==> config.mk <==
export PLATFORM = sky130hd
export DESIGN_NAME = aes_key_sched_ctrl
export DESIGN_NICKNAME = d
export VERILOG_FILES = /design/src/rtl/aes_pkg.sv /design/src/rtl/aes_key_store.sv /design/src/rtl/aes_key_sched_ctrl.sv
export SDC_FILE = /design/constraint.sdc
export NUM_CORES = 2
export LEC_CHECK = 0
export CELL_PAD_IN_SITES_DETAIL_PLACEMENT = 1
export CELL_PAD_IN_SITES_GLOBAL_PLACEMENT = 1
export CORE_ASPECT_RATIO = 1.25
export CORE_MARGIN = 3
export CORE_UTILIZATION = 42
export CTS_CLUSTER_DIAMETER = 120
export DETAILED_ROUTE_END_ITERATION = 10
export GPL_TIMING_DRIVEN = 1
export PLACE_DENSITY_LB_ADDON = 0.1
export SLEW_MARGIN = 5
export SYNTH_ARGS = -nofsm -noshare
export SYNTH_HDL_FRONTEND = slang
export SYNTH_SLANG_ARGS = --single-unit
==> constraint.sdc <==
create_clock -name clk -period 14.5 [get_ports clk]
set_input_delay 2.9 -clock clk [delete_from_list [all_inputs] [get_ports clk]]
set_output_delay 2.9 -clock clk [all_outputs]
set_load 0.01 [all_outputs]
==> src/rtl/aes_pkg.sv <==
// Shared types and constants for the AES key-schedule controller and its key store.
package aes_pkg;

  typedef enum logic [2:0] {
    StIdle,
    StLoad,
    StFeed,
    StCollect,
    StReady
  } sched_state_e;

  localparam int unsigned TimeoutDefault = 64;

  localparam logic [7:0] RCON [10] = '{
    8'h01, 8'h02, 8'h04, 8'h08, 8'h10, 8'h20, 8'h40, 8'h80, 8'h1b, 8'h36
  };

  // Number of cipher rounds for a given key size; unknown sizes fall back to AES-128.
  function automatic int unsigned nr_of(input int unsigned mode);
    if (mode == 256) return 14;
    if (mode == 192) return 12;
    return 10;
  endfunction

endpackage

==> src/rtl/aes_key_store.sv <==
// Round-key store: single write port, registered read port, per-entry valid bitmap.
module aes_key_store #(
  parameter int unsigned Depth = 11,
  parameter int unsigned Width = 128,
  parameter int unsigned AddrW = 4
) (
  input  logic             clk,
  input  logic             rst,
  input  logic             clr,
  input  logic             wr_en,
  input  logic [AddrW-1:0] wr_addr,
  input  logic [Width-1:0] wr_data,
  input  logic             rd_en,
  input  logic [AddrW-1:0] rd_addr,
  output logic             rd_valid,
  output logic [Width-1:0] rd_data
);

  logic [Width-1:0] mem_q [Depth];
  logic [Depth-1:0] valid_q;
  logic             rd_valid_q;
  logic [Width-1:0] rd_data_q;
  logic             rd_hit;

  assign rd_hit = rd_en && (32'(rd_addr) < Depth) && valid_q[rd_addr];

  always_ff @(posedge clk) begin
    if (wr_en) begin
      mem_q[wr_addr] <= wr_data;
    end
  end

  // A clear in the same cycle as a read still returns the old entry.
  always_ff @(posedge clk) begin
    if (rst || clr) begin
      valid_q <= '0;
    end else if (wr_en) begin
      valid_q[wr_addr] <= 1'b1;
    end
  end

  always_ff @(posedge clk) begin
    if (rst) begin
      rd_valid_q <= 1'b0;
      rd_data_q  <= '0;
    end else begin
      rd_valid_q <= rd_hit;
      rd_data_q  <= rd_hit ? mem_q[rd_addr] : '0;
    end
  end

  assign rd_valid = rd_valid_q;
  assign rd_data  = rd_data_q;

endmodule

==> src/rtl/aes_key_sched_ctrl.sv <==
// Key-schedule sequencer: loads the cipher key, drives round_key_gen, captures every
// round key into a local store and serves indexed reads (any order) once complete.
module aes_key_sched_ctrl
  import aes_pkg::*;
#(
  parameter int unsigned BUS_WIDTH = 128,
  parameter int unsigned MODE      = 128,
  parameter int unsigned TIMEOUT   = TimeoutDefault
) (
  input  logic                 clk,
  input  logic                 rst,
  input  logic                 start,
  input  logic                 key_valid,
  output logic                 key_ready_o,
  input  logic [BUS_WIDTH-1:0] key_beat,
  output logic                 gen_dv,
  output logic [BUS_WIDTH-1:0] gen_cipher_key,
  output logic                 gen_round_key_needed,
  input  logic [3:0]           gen_rcon_address,
  output logic [7:0]           gen_next_rcon,
  input  logic [BUS_WIDTH-1:0] gen_rkey,
  input  logic                 gen_key_ready,
  input  logic                 rk_req,
  input  logic [3:0]           rk_round,
  output logic                 rk_valid,
  output logic [BUS_WIDTH-1:0] rk_data,
  output logic                 rk_err,
  output logic                 busy,
  output logic                 sched_done,
  output logic                 sched_err
);

  localparam int unsigned NR    = nr_of(MODE);
  localparam int unsigned BEATS = MODE / BUS_WIDTH;
  localparam int unsigned CntW  = $clog2(BEATS + 1);
  localparam int unsigned ToW   = $clog2(TIMEOUT + 1);

  sched_state_e    state_q, state_d;
  logic [CntW-1:0] cnt_q, cnt_d;
  logic [3:0]      k_q, k_d;
  logic            wait_q, wait_d;
  logic [ToW-1:0]  to_q, to_d;
  logic [MODE-1:0] key_q;
  logic            rk_err_q;

  logic capture, last_key, timeout, load_entry, rd_en;

  assign capture    = (state_q == StCollect) && gen_key_ready && !wait_q;
  assign last_key   = (k_q == 4'(NR));
  // Capture has priority over an expiring timeout in the same cycle.
  assign timeout    = (state_q == StCollect) && !capture && (to_q == ToW'(TIMEOUT - 1));
  assign load_entry = start && ((state_q == StIdle) || (state_q == StReady));
  assign rd_en      = rk_req && (state_q == StReady) && (rk_round <= 4'(NR));

  assign gen_next_rcon = (gen_rcon_address < 4'd10) ? RCON[gen_rcon_address] : 8'h00;

  always_ff @(posedge clk) begin
    if (rst) begin
      state_q <= StIdle;
      cnt_q   <= '0;
      k_q     <= '0;
      wait_q  <= 1'b0;
      to_q    <= '0;
    end else begin
      state_q <= state_d;
      cnt_q   <= cnt_d;
      k_q     <= k_d;
      wait_q  <= wait_d;
      to_q    <= to_d;
    end
  end

  // Beat 0 is the most significant slice of the key.
  always_ff @(posedge clk) begin
    if ((state_q == StLoad) && key_valid) begin
      key_q[(BEATS - 1 - int'(cnt_q)) * BUS_WIDTH +: BUS_WIDTH] <= key_beat;
    end
  end

  always_ff @(posedge clk) begin
    if (rst) begin
      rk_err_q <= 1'b0;
    end else begin
      rk_err_q <= rk_req && !rd_en;
    end
  end

  always_comb begin
    state_d = state_q;
    cnt_d   = cnt_q;
    k_d     = k_q;
    wait_d  = wait_q;
    to_d    = to_q;
    unique case (state_q)
      StIdle, StReady: begin
        if (start) begin
          state_d = StLoad;
          cnt_d   = '0;
        end
      end
      StLoad: begin
        if (key_valid) begin
          if (cnt_q == CntW'(BEATS - 1)) begin
            state_d = StFeed;
            cnt_d   = '0;
          end else begin
            cnt_d = cnt_q + 1'b1;
          end
        end
      end
      StFeed: begin
        if (cnt_q == CntW'(BEATS)) begin
          state_d = StCollect;
          cnt_d   = '0;
          k_d     = '0;
          wait_d  = 1'b0;
          to_d    = '0;
        end else begin
          cnt_d = cnt_q + 1'b1;
        end
      end
      StCollect: begin
        if (capture) begin
          to_d = '0;
          k_d  = k_q + 1'b1;
          if (last_key) begin
            state_d = StReady;
          end else begin
            wait_d = 1'b1;
          end
        end else begin
          // A held gen_key_ready must drop before the next key can be taken.
          if (!gen_key_ready) wait_d = 1'b0;
          if (timeout) begin
            state_d = StIdle;
          end else begin
            to_d = to_q + 1'b1;
          end
        end
      end
      default: state_d = StIdle;
    endcase
  end

  always_comb begin
    key_ready_o          = 1'b0;
    busy                 = 1'b0;
    gen_dv               = 1'b0;
    gen_cipher_key       = '0;
    gen_round_key_needed = 1'b0;
    sched_done           = 1'b0;
    sched_err            = 1'b0;
    unique case (state_q)
      StLoad: begin
        key_ready_o = 1'b1;
        busy        = 1'b1;
      end
      StFeed: begin
        busy = 1'b1;
        if (cnt_q == '0) begin
          gen_dv = 1'b1;
        end else begin
          gen_cipher_key = key_q[(BEATS - int'(cnt_q)) * BUS_WIDTH +: BUS_WIDTH];
        end
      end
      StCollect: begin
        busy                 = 1'b1;
        gen_round_key_needed = capture && !last_key;
        sched_done           = capture && last_key;
        sched_err            = timeout;
      end
      default: ;
    endcase
  end

  aes_key_store #(
    .Depth (NR + 1),
    .Width (BUS_WIDTH),
    .AddrW (4)
  ) u_store (
    .clk      (clk),
    .rst      (rst),
    .clr      (load_entry || timeout),
    .wr_en    (capture),
    .wr_addr  (k_q),
    .wr_data  (gen_rkey),
    .rd_en    (rd_en),
    .rd_addr  (rk_round),
    .rd_valid (rk_valid),
    .rd_data  (rk_data)
  );

  assign rk_err = rk_err_q;

endmodule

==> results.py <==
metrics = {
    "pwr": {
        "leakagePower_uw": 0.0245,
        "vdd_ir_drop_max_v": 0.000115,
        "netSwitchingPower_uw": 2040,
        "pwr-share-clk_pct": 41.8,
        "power.internal_uw": 7890,
        "swShare_pct": 20.5,
        "cellPowerDensity_nw_per_um2": 131,
        "power.share.sequential_pct": 54.1,
        "power_frac_comb_pct": 4.2,
    },
    "clocking": {
        "cts.sink_count": 1693,
        "h-tree-depth": 4,
        "post-cts-setup-buffer-count": 0,
        "post_cts_resize_count": 0,
        "path_clk_slew_ns": 0.06,
        "hold_buffers": 0,
        "cts_tree": "yes",
        "cts_made_buffers": 167,
        "cts.root.buffer_cell": "sky130_fd_sc_hd__clkbuf_16",
        "clkLatencyLatePin_ns": 0.79,
        "clock_tree_buffer_depth": 3,
    },
    "global_routing": {
        "maximum_number_of_pins_on_one_net_before_global_route_repair": 114,
        "wire_length_of_the_first_global_routing_pass_um": 241000,
        "first_global_vias": 35300,
        "overflow_left_after_global_routing": 0,
        "grt_antenna_before_repair": 20,
        "globalRouteTotalUtil_pct": 21.1,
    },
    "timing": {
        "grt_setup_unrepaired": "no",
        "setup_total_negative_slack_ns": 0,
        "drv_slew": 0,
        "final.min_clock_period_ns": 8.50,
        "timing.final.setup_violations": 0,
        "fin_ws_ns": 6.00,
        "achievable-frequency_mhz": 118,
        "max_transition_margin_pct": 28.8,
        "layout_worst_path_cycle_share_pct": 58.6,
        "timing_hold_violations_final": 0,
        "measured_slew_at_the_worst_slew_check_pin_ns": 1.07,
        "setup_skew_after_layout_ns": 0.0214,
    },
    "setup_path": {
        "crit_arrival_ns": 5.60,
        "critical_path_class": "in2out",
        "crit_path_end_kind": "primary output",
        "most_used_cell_along_the_critical_path": "sky130_fd_sc_hd__clkdlybuf4s50_1",
        "worst-path-buf-inv": 3,
        "critical_path_cell_count": 6,
        "setup.worst_path.start_class": "input port",
        "r2r.worst_path.cells": 5,
        "cpMaxStageDelayCell": "sky130_fd_sc_hd__and2_1",
        "timing.critical_path.cells": "clkdlybuf4s50_1 -> nor2b_1 -> and2_1 -> nand3_1 -> inv_1 -> clkdlybuf4s50_1",
        "crit_family": "simple AND/OR/NAND/NOR gates",
        "worst_path_largest_cell_delay_ns": 0.58,
        "worstPathMaxFanout": 17,
        "cp_data_required_time_ns": 11.60,
    },
    "logic_synthesis": {
        "synth_enable_flop_cells": 1536,
        "post_synth_inst_count": 3347,
        "netlist_top_cells_area": "sky130_fd_sc_hd__edfxtp_1 73%, sky130_fd_sc_hd__mux4_2 9.2%, sky130_fd_sc_hd__dfxtp_1 5.0%, sky130_fd_sc_hd__mux2i_1 2.1%, sky130_fd_sc_hd__nand2_1 1.6%",
        "synth-seq-cells": 1693,
        "synth_cell_type_count": 49,
        "synth_simple_gate_area_share_pct": 4.89,
        "synth-main-ff-cell": "sky130_fd_sc_hd__edfxtp_1",
        "ys_async_sr_fraction_pct": 0,
        "yosysSeqAreaShare_pct": 78.1,
        "synth_top_cell_area_share_pct": 73.1,
        "yosysWarnings": 0,
        "dominant_combinational_cell_family_by_area_after_synthesis": "multiplexers",
        "post_synth_xor_area_fraction_pct": 0.0416,
        "muxShareOfSynthArea_pct": 11.3,
        "post_synthesis_instance_area_sq_um": 63100,
        "yosys.area_share.adder_pct": 0.0991,
        "synth_area_leader_cell": "sky130_fd_sc_hd__edfxtp_1",
        "synth_compound_area_share_pct": 4.10,
        "synthesis.area_per_instance_sq_um": 18.9,
        "mappedNetlistNets": 3622,
    },
    "final_layout": {
        "multi_input_area_sq_um": 13000,
        "num-nets-final": 4192,
        "post_route_cells_drive_above_1_share_pct": 14.1,
        "synthToLayoutAreaGrowth_pct": 20.4,
        "final_util_pct": 51.0,
        "fill_cells": 13500,
        "final_cell_count_no_fill": 6065,
        "ff_latch_area_sq_um": 49300,
    },
    "route": {
        "wirelength_um": 163000,
        "drtPass1Iterations": 5,
        "dr_iter_0_viols": 2411,
        "routed-via-count": 32600,
        "viasPerCell": 5.37,
        "drc": 0,
        "routed_wire_length_per_instance_um": 26.9,
        "drt.antenna.violating_nets": 0,
    },
    "floorplan": {
        "fp.dieArea_sq_um": 155000,
        "die-width_um": 353,
        "initial_standard_cell_utilization_of_the_core_pct": 42.4,
        "coreArea_sq_um": 149000,
        "num_io_pins": 542,
        "fp-row-count": 158,
        "floorplan.die.height_um": 439,
    },
    "placed_design": {
        "post-place-cells": 5748,
        "post-place-ws_ns": 5.96,
        "place_congestion": 0.730,
        "dp_hpwl_um": 90300,
        "quantity_of_i_o_buffers_inserted_on_ports": 541,
    },
    "min_path": {
        "hold-path-cell-count": 2,
        "holdCritPathClass": "reg2reg",
    },
    "flow_run": {
        "maxCapViolCount": 0,
    },
    "run_status": {
        "outcome": "completed",
    },
}
-- placed cells by master, fill, tap and decap left out, types with 3 or more instances in the layout --
cell type	n
sky130_fd_sc_hd__nand3b_1	5
sky130_fd_sc_hd__dfxtp_1	156
sky130_fd_sc_hd__clkbuf_16	175
sky130_fd_sc_hd__mux4_2	258
sky130_fd_sc_hd__inv_1	8
sky130_fd_sc_hd__nor3b_1	4
sky130_fd_sc_hd__ha_1	5
sky130_fd_sc_hd__clkinv_2	25
sky130_fd_sc_hd__nand3_1	5
sky130_fd_sc_hd__nor2_4	7
sky130_fd_sc_hd__nor2_1	26
sky130_fd_sc_hd__mux2i_1	130
sky130_fd_sc_hd__nor2b_1	135
sky130_fd_sc_hd__a21oi_1	144
sky130_fd_sc_hd__buf_12	3
sky130_fd_sc_hd__clkbuf_8	19
sky130_fd_sc_hd__a31oi_1	10
sky130_fd_sc_hd__nor3_1	10
sky130_fd_sc_hd__buf_4	56
sky130_fd_sc_hd__edfxtp_1	1536
sky130_fd_sc_hd__a211oi_1	6
sky130_fd_sc_hd__nand2_1	263
sky130_fd_sc_hd__nand2b_1	9
sky130_fd_sc_hd__inv_6	4
sky130_fd_sc_hd__diode_2	6
sky130_fd_sc_hd__clkdlybuf4s50_1	538
sky130_fd_sc_hd__clkbuf_1	60
sky130_fd_sc_hd__and2_1	130
sky130_fd_sc_hd__o21ai_0	135
sky130_fd_sc_hd__a22oi_1	128
sky130_fd_sc_hd__clkinv_1	20
sky130_fd_sc_hd__nor3_2	4
-- per-stage QoR --
stage / cell area [sq um] / total power [uW] / hold WS (ns)
final: 76000 / 9930 / 0.456
after global routing: 75900 / 10300 / 0.480
after CTS: 75900 / 10100 / 0.459
after detailed placement: 70700 / 5900 / 0.448
after global placement: 70700 / 5890 / 0.444
after floorplan: 63100 / 5700 / 0.425
-- metal layers --
layer / share of wire [%] / vias up / wire (um) / global-route usage [%]
met3: 6.6 / 219 / 10700 / 5.37
met1: 41 / 17100 / 66700 / 26.6
met2: 50 / 922 / 82100 / 36.6
li1: - / 14300 / - / -
met4: 2.0 / 12 / 3300 / 5.21
met5: 0.050 / - / 81 / 0
-- tightest hold or removal path: stages (launching register included) --
cell and delay (ns):
sky130_fd_sc_hd__dfxtp_1 0.31, sky130_fd_sc_hd__inv_1 0.05, sky130_fd_sc_hd__a21oi_1 0.05
-- layout make-up --
cell class / count / share of cell area (%)
multi-input combinational: 1445 / 17.1
antenna: 6 / 0.0198
clock inverter: 57 / 0.489
inverter: 10 / 0.0593
clock buffer: 254 / 6.41
timing repair buffer: 600 / 7.78
sequential: 1693 / 64.9
tap: 2000 / 3.29
-- cells by family after synthesis --
family,after synthesis
adder cells (fa/ha/maj),5
flip-flops,1693
buffers and inverters,209
XOR/XNOR,3
AND/OR/NAND/NOR,611
multiplexers,389
AO/OA/AOI/OAI,437
-- power groups by stage --
stage               Sequential [uW]  Combinational [uW]  Clock, uW
global route                   5370                 459       4460
detailed placement             5470                 427          0
CTS                            5370                 428       4260
global placement               5470                 420          0
finish                         5370                 416       4150
floorplan                      5470                 226          0
-- registers in the layout, summed over array words and instances, names as in the netlist --
| signal | count |
|---|---|
| u_store.rd_data | 128 |
| u_store.valid_q | 11 |
| k_q | 4 |
| u_store.rd_valid | 1 |
| key_q | 128 |
| u_store.mem_q | 1408 |
| wait_q | 1 |
| cnt_q | 1 |
| rk_err | 1 |
| to_q | 7 |
| state_q | 3 |
-- path summary, 6_finish.rpt --
path | startpoint | endpoint | slack (ns)
max | gen_key_ready | sched_done | 6.00
min | u_store.valid_q[10] | u_store.valid_q[10] | 0.46
max reg2reg | state_q[0] | u_store.mem_q[2][62] | 10.26
min reg2reg | u_store.valid_q[10] | u_store.valid_q[10] | 0.46
-- synthesized netlist by cell type (8+ instances only) --
master	count
sky130_fd_sc_hd__and2_1	130
sky130_fd_sc_hd__a22oi_1	128
sky130_fd_sc_hd__mux4_2	258
sky130_fd_sc_hd__nand2b_1	9
sky130_fd_sc_hd__buf_2	70
sky130_fd_sc_hd__buf_4	25
sky130_fd_sc_hd__o21ai_0	135
sky130_fd_sc_hd__a21oi_1	144
sky130_fd_sc_hd__clkbuf_1	96
sky130_fd_sc_hd__nor2b_1	136
sky130_fd_sc_hd__edfxtp_1	1536
sky130_fd_sc_hd__buf_1	8
sky130_fd_sc_hd__a31oi_1	10
sky130_fd_sc_hd__dfxtp_1	157
sky130_fd_sc_hd__nand2_1	263
sky130_fd_sc_hd__nor2_1	33
sky130_fd_sc_hd__mux2i_1	130
sky130_fd_sc_hd__inv_1	9
sky130_fd_sc_hd__nor3_1	14
Note: power is estimated with default switching activity, not from simulation.
